$ cat config.mk
export PLATFORM = sky130hd
export DESIGN_NAME = demosaic_root_mul_pipe
export DESIGN_NICKNAME = d
export VERILOG_FILES = /design/src/rtl/demosaic_pkg.sv /design/src/rtl/demosaic_mul_sat.sv /design/src/rtl/demosaic_root_mul_pipe.sv
export SDC_FILE = /design/constraint.sdc
export NUM_CORES = 1
export LEC_CHECK = 0
export CAP_MARGIN = 40
export CORE_AREA = 2 2 191 118
export CTS_CLUSTER_DIAMETER = 50
export DETAILED_ROUTE_END_ITERATION = 8
export DIE_AREA = 0 0 193 120
export RECOVER_POWER = 50
export SKIP_CTS_REPAIR_TIMING = 1
export SLEW_MARGIN = 20
export SYNTH_ARGS = -nofsm -noshare
export SYNTH_HDL_FRONTEND = slang
export SYNTH_SLANG_ARGS = --single-unit
$ cat constraint.sdc
create_clock -name clk -period 16.6 [get_ports clk]
set_clock_uncertainty 0.2 [all_clocks]
set_input_delay 3.32 -clock clk [delete_from_list [all_inputs] [get_ports clk]]
set_output_delay 3.32 -clock clk [all_outputs]
set_load 0.02 [all_outputs]
$ cat src/rtl/demosaic_pkg.sv
// demosaic_pkg: shared limits and saturation-bound helpers for the
// demosaic multiplier pipeline.
package demosaic_pkg;

    localparam int NUM_STAGE_MIN = 1;
    localparam int NUM_STAGE_MAX = 6;

    // Working width for shift/round/clamp; must exceed product width + 1.
    localparam int BW = 128;

    function automatic logic signed [BW-1:0] sat_hi(input int w, input bit s);
        logic signed [BW-1:0] one;
        one = BW'(1);
        return s ? (one << (w - 1)) - one : (one << w) - one;
    endfunction

    function automatic logic signed [BW-1:0] sat_lo(input int w, input bit s);
        logic signed [BW-1:0] one;
        one = BW'(1);
        return s ? -(one << (w - 1)) : '0;
    endfunction

endpackage

$ cat src/rtl/demosaic_mul_sat.sv
// demosaic_mul_sat: combinational shift, optional rounding, and clamp.
// Rounding (half up) is enabled by the DEMOSAIC_MUL_ROUND_EN macro.
module demosaic_mul_sat
    import demosaic_pkg::*;
#(
    parameter int PW     = 28,
    parameter int DW     = 27,
    parameter int SIGNED = 0,
    parameter int SHIFT  = 0
) (
    input  logic [PW-1:0] prod,
    output logic [DW-1:0] dout,
    output logic          sat
);

    localparam logic signed [BW-1:0] HI = sat_hi(DW, SIGNED != 0);
    localparam logic signed [BW-1:0] LO = sat_lo(DW, SIGNED != 0);

`ifdef DEMOSAIC_MUL_ROUND_EN
    // Half of the dropped LSB weight; zero when SHIFT is zero.
    localparam logic signed [BW-1:0] HALF = (BW'(1) << SHIFT) >> 1;
`else
    localparam logic signed [BW-1:0] HALF = '0;
`endif

    logic signed [BW-1:0] ext;
    logic signed [BW-1:0] shd;

    always_comb begin
        if (SIGNED != 0) ext = BW'(signed'(prod));
        else             ext = BW'(prod);
        shd  = (ext + HALF) >>> SHIFT;
        dout = shd[DW-1:0];
        sat  = 1'b0;
        if (shd > HI) begin
            dout = HI[DW-1:0];
            sat  = 1'b1;
        end else if (shd < LO) begin
            dout = LO[DW-1:0];
            sat  = 1'b1;
        end
    end

endmodule

$ cat src/rtl/demosaic_root_mul_pipe.sv
// demosaic_root_mul_pipe: pipelined signed/unsigned multiplier with shift,
// saturation and valid/ready flow control. Option: DEMOSAIC_MUL_ROUND_EN.
module demosaic_root_mul_pipe
    import demosaic_pkg::*;
#(
    parameter int ID         = 1,
    parameter int NUM_STAGE  = 3,
    parameter int din0_WIDTH = 20,
    parameter int din1_WIDTH = 8,
    parameter int dout_WIDTH = 27,
    parameter int SIGNED     = 0,
    parameter int SHIFT      = 0
) (
    input  logic                  clk,
    input  logic                  reset,
    input  logic                  ce,
    input  logic                  in_valid,
    output logic                  in_ready,
    input  logic [din0_WIDTH-1:0] din0,
    input  logic [din1_WIDTH-1:0] din1,
    output logic                  out_valid,
    input  logic                  out_ready,
    output logic [dout_WIDTH-1:0] dout,
    output logic                  sat
);

    localparam int P  = din0_WIDTH + din1_WIDTH;
    localparam int NS = (NUM_STAGE < NUM_STAGE_MIN) ? NUM_STAGE_MIN :
                        (NUM_STAGE > NUM_STAGE_MAX) ? NUM_STAGE_MAX :
                        NUM_STAGE;
    localparam int unused_id = ID;

    // Operands widened to P bits first, so the low P bits are exact.
    function automatic logic [P-1:0] mul(
        input logic [din0_WIDTH-1:0] a,
        input logic [din1_WIDTH-1:0] b
    );
        logic [P-1:0] ax;
        logic [P-1:0] bx;
        if (SIGNED != 0) begin
            ax = P'(signed'(a));
            bx = P'(signed'(b));
        end else begin
            ax = P'(a);
            bx = P'(b);
        end
        return ax * bx;
    endfunction

    logic                  advance;
    logic [NS-1:0]         vld;
    logic [P-1:0]          prod_d;
    logic [dout_WIDTH-1:0] ms_dout;
    logic                  ms_sat;

    assign advance   = ce && (!out_valid || out_ready);
    assign in_ready  = advance;
    assign out_valid = vld[NS-1];

    generate
        if (NS == 1) begin : g_ns1
            assign prod_d = mul(din0, din1);
        end else begin : g_nsn
            logic [din0_WIDTH-1:0] a_q;
            logic [din1_WIDTH-1:0] b_q;

            always_ff @(posedge clk or posedge reset) begin
                if (reset) begin
                    a_q <= '0;
                    b_q <= '0;
                end else if (advance) begin
                    a_q <= din0;
                    b_q <= din1;
                end
            end

            if (NS == 2) begin : g_ns2
                assign prod_d = mul(a_q, b_q);
            end else begin : g_ns3
                logic [P-1:0] p_q [2:NS-1];

                always_ff @(posedge clk or posedge reset) begin
                    if (reset) begin
                        for (int k = 2; k < NS; k++) p_q[k] <= '0;
                    end else if (advance) begin
                        p_q[2] <= mul(a_q, b_q);
                        for (int k = 3; k < NS; k++) p_q[k] <= p_q[k-1];
                    end
                end

                assign prod_d = p_q[NS-1];
            end
        end
    endgenerate

    demosaic_mul_sat #(
        .PW     (P),
        .DW     (dout_WIDTH),
        .SIGNED (SIGNED),
        .SHIFT  (SHIFT)
    ) u_sat (
        .prod (prod_d),
        .dout (ms_dout),
        .sat  (ms_sat)
    );

    always_ff @(posedge clk or posedge reset) begin
        if (reset) begin
            vld  <= '0;
            dout <= '0;
            sat  <= 1'b0;
        end else if (advance) begin
            vld  <= NS'({vld, in_valid});
            dout <= ms_dout;
            sat  <= ms_sat;
        end
    end

endmodule
==> out/qor.yml <==
sta:
  tns_ns: 0
  whs_ns: 0.261
  setup_violations: 0
  hold_viol_final: 0
  finalMaxSlewViolations: 90
  slew-limit-headroom_pct: -97.6
  period_needed_ns: 8.43
  fin_crit_sh_pct: 50.8
  rsz0062_at_grt: "no"
  fmax_mhz: 119
  tightest_slew_ns: 2.96
  layout_setup_ws_ns: 8.17
run_status:
  outcome: "complete, but fails checks"
  violations: "capacitance limit, slew limit"
floorplan:
  dieHeight_um: 120
  ios: 63
  die_area_um2: 23200
  die_w_um: 193
  coreArea_um2: 21500
  rows: 42
  start_util_pct: 43.9
clock_network:
  insertion_delay_ns: 0.35
  cts_root_buffer: "clkbuf_16"
  cts.sinks: 87
  clk_pin_slew_ns: 0.07
  clk_path_buf_depth: 2
  cts_tree: "yes"
  numCtsBuffers: 9
  cts-htree-levels: 3
logic_synthesis:
  netlist_area_um2: 9450
  yosys_warnings: 0
  synth_ff_type: "dfrtp_1"
  synth-seq-cells: 87
  synth_cell_types: 48
  synth.avg_cell_area_um2: 8.82
  synth_enable_flop_cells: 0
  synth_top_family_by_area: "adder cells"
  synthAdderAreaFrac_pct: 38.2
  yosys-top-cells-area: "dfrtp_1 (23%), fa_1 (23%), ha_1 (15%)"
  synthCells: 1072
  synthSimpleGateAreaFrac_pct: 19.6
  postSynth.asyncResetShare_pct: 100
  yosys.area.top_type: "dfrtp_1"
  synth_fp_nets: 1329
  synth_xor_area_share_pct: 1.85
  ys_seq_area_share_pct: 23.0
  netlist.area_leader.share_pct: 23.0
  synth_compound_area_share_pct: 7.86
  synth.area.mux_share_pct: 0.212
finish:
  nets: 1367
  syn_to_final_growth_pct: 12.5
  diodes: 0
  most-common-layout-cells: "nand2_1 (225), inv_1 (190), and2_1 (137)"
  fillers: 2104
  layout_commonest_cell: "nand2_1"
  layout-drive-gt1-share_pct: 2.96
  fin_area_um2: 10600
critical_path:
  r2r_start: "g_nsn.b_q[3]"
  cp.buffers_inverters: 4
  crit_fanout: 39
  start_kind: "input pin"
  path_common_cell: "clkdlybuf4s50_1"
  endpoint_kind: "primary output"
  slowest_delay_ns: 0.55
  slowest_stage: "clkdlybuf4s50_1"
  path_cells: "clkdlybuf4s50_1 > o21ai_4 > buf_4 > inv_2 > clkdlybuf4s50_1"
  critical_path_arrival_ns: 4.91
  crit_family: "buffers and inverters"
  crit_type: "in2out"
  crit_start: "out_ready"
  crit_required_ns: 13.08
route:
  wirelength_um: 19500
  via_count: 6835
  via_per_inst: 4.88
  drc: 0
  drt_iter0_markers: 250
  wire_per_inst_um: 13.9
  ant_nets: 0
  firstDrtPassIters: 4
run:
  cap_violations: 2
global_route:
  overflow: 0
  grt_antenna_before_repair: 0
  grt_pass1_wl_um: 33100
  grt_max_degree: 73
  grt_usage_pct: 17.9
  grt_pass1_vias: 6654
place:
  place.gp.congestion: 0.819
  post_dp_cell_area_um2: 10300
  dp_hpwl_um: 15100
  place_ws_ns: 8.16
  io_buffers: 62
hold_path:
  hp-start: "dout[7]"
  hp-class: "reg2reg"
cell usage after synthesis, types with 3 or more instances:
cell and number:
a211oi_1 4, o21bai_1 4, nand2_1 225, buf_1 3, inv_1 191, xor2_1 8
and3_1 5, dfrtp_1 87, clkbuf_1 35, o21a_1 4, o21ai_2 3, a21o_1 6
o21ai_0 50, o21ai_1 5, xnor2_1 12, nor3_1 4, a21oi_1 25, nor2_1 6
and2_1 137, ha_1 116, fa_1 108
sequential cells by signal, summed over array words and instances (netlist names):
signal,cells
vld,3
g_nsn.b_q,8
g_nsn.a_q,20
g_nsn.g_ns3.p_q,28
dout,27
sat,1
stage by stage:
stage | util [%] | cells
after floorplan | - | 1072
after global placement | 47.9 | 1384
after detailed placement | 47.9 | 1384
after CTS | 49.3 | 1400
after global routing | 49.4 | 1401
final | 49.4 | 1401
layer usage:
metal	vias up	part of all wire (%)	GRT usage [%]
li1	3377	-	-
met1	3388	50	26.6
met2	60	46	28.1
met3	10	2.7	2.90
met4	0	0.69	2.84
met5	-	0	0
worst min-delay path, stage by stage, from the launching register on:
cell     delay [ns]
dfrtp_1        0.34
nand2_1        0.05
nand2_1        0.04
worst paths after layout:
check | end | slack [ns] | depth (start not counted)
max in group asynchronous | g_nsn.g_ns3.p_q[17] | 9.23 | 3
setup / recovery | in_ready | 8.17 | 5
setup reg to reg | g_nsn.g_ns3.p_q[26] | 10.04 | 20
hold / removal | dout[7] | 0.26 | 2
min in group asynchronous | dout[4] | 3.58 | 2
hold reg to reg | dout[7] | 0.26 | 2
cells by family (layout without fill, tap and decap cells):
| family | count (synthesis) | count (layout) |
|---|---|---|
| simple gates | 388 | 388 |
| flops | 87 | 87 |
| xor+xnor | 20 | 20 |
| fa+ha+maj | 224 | 224 |
| buf+inv | 232 | 275 |
| compound gates | 119 | 119 |
| mux | 2 | 2 |
area by class of cell:
cell class / count / area [um^2] / area share, %
tap: 286 / 358 / 3.36
timing repair buffer: 67 / 662 / 6.22
clock inverter: 6 / 75.1 / 0.706
inverter: 192 / 722 / 6.79
multi-input combinational: 753 / 6410 / 60.3
clock buffer: 10 / 229 / 2.15
sequential: 87 / 2180 / 20.5
Power is left out: the tool's default activity adds up to more than one toggle a clock period on the data nets, which glitch-free logic cannot reach.
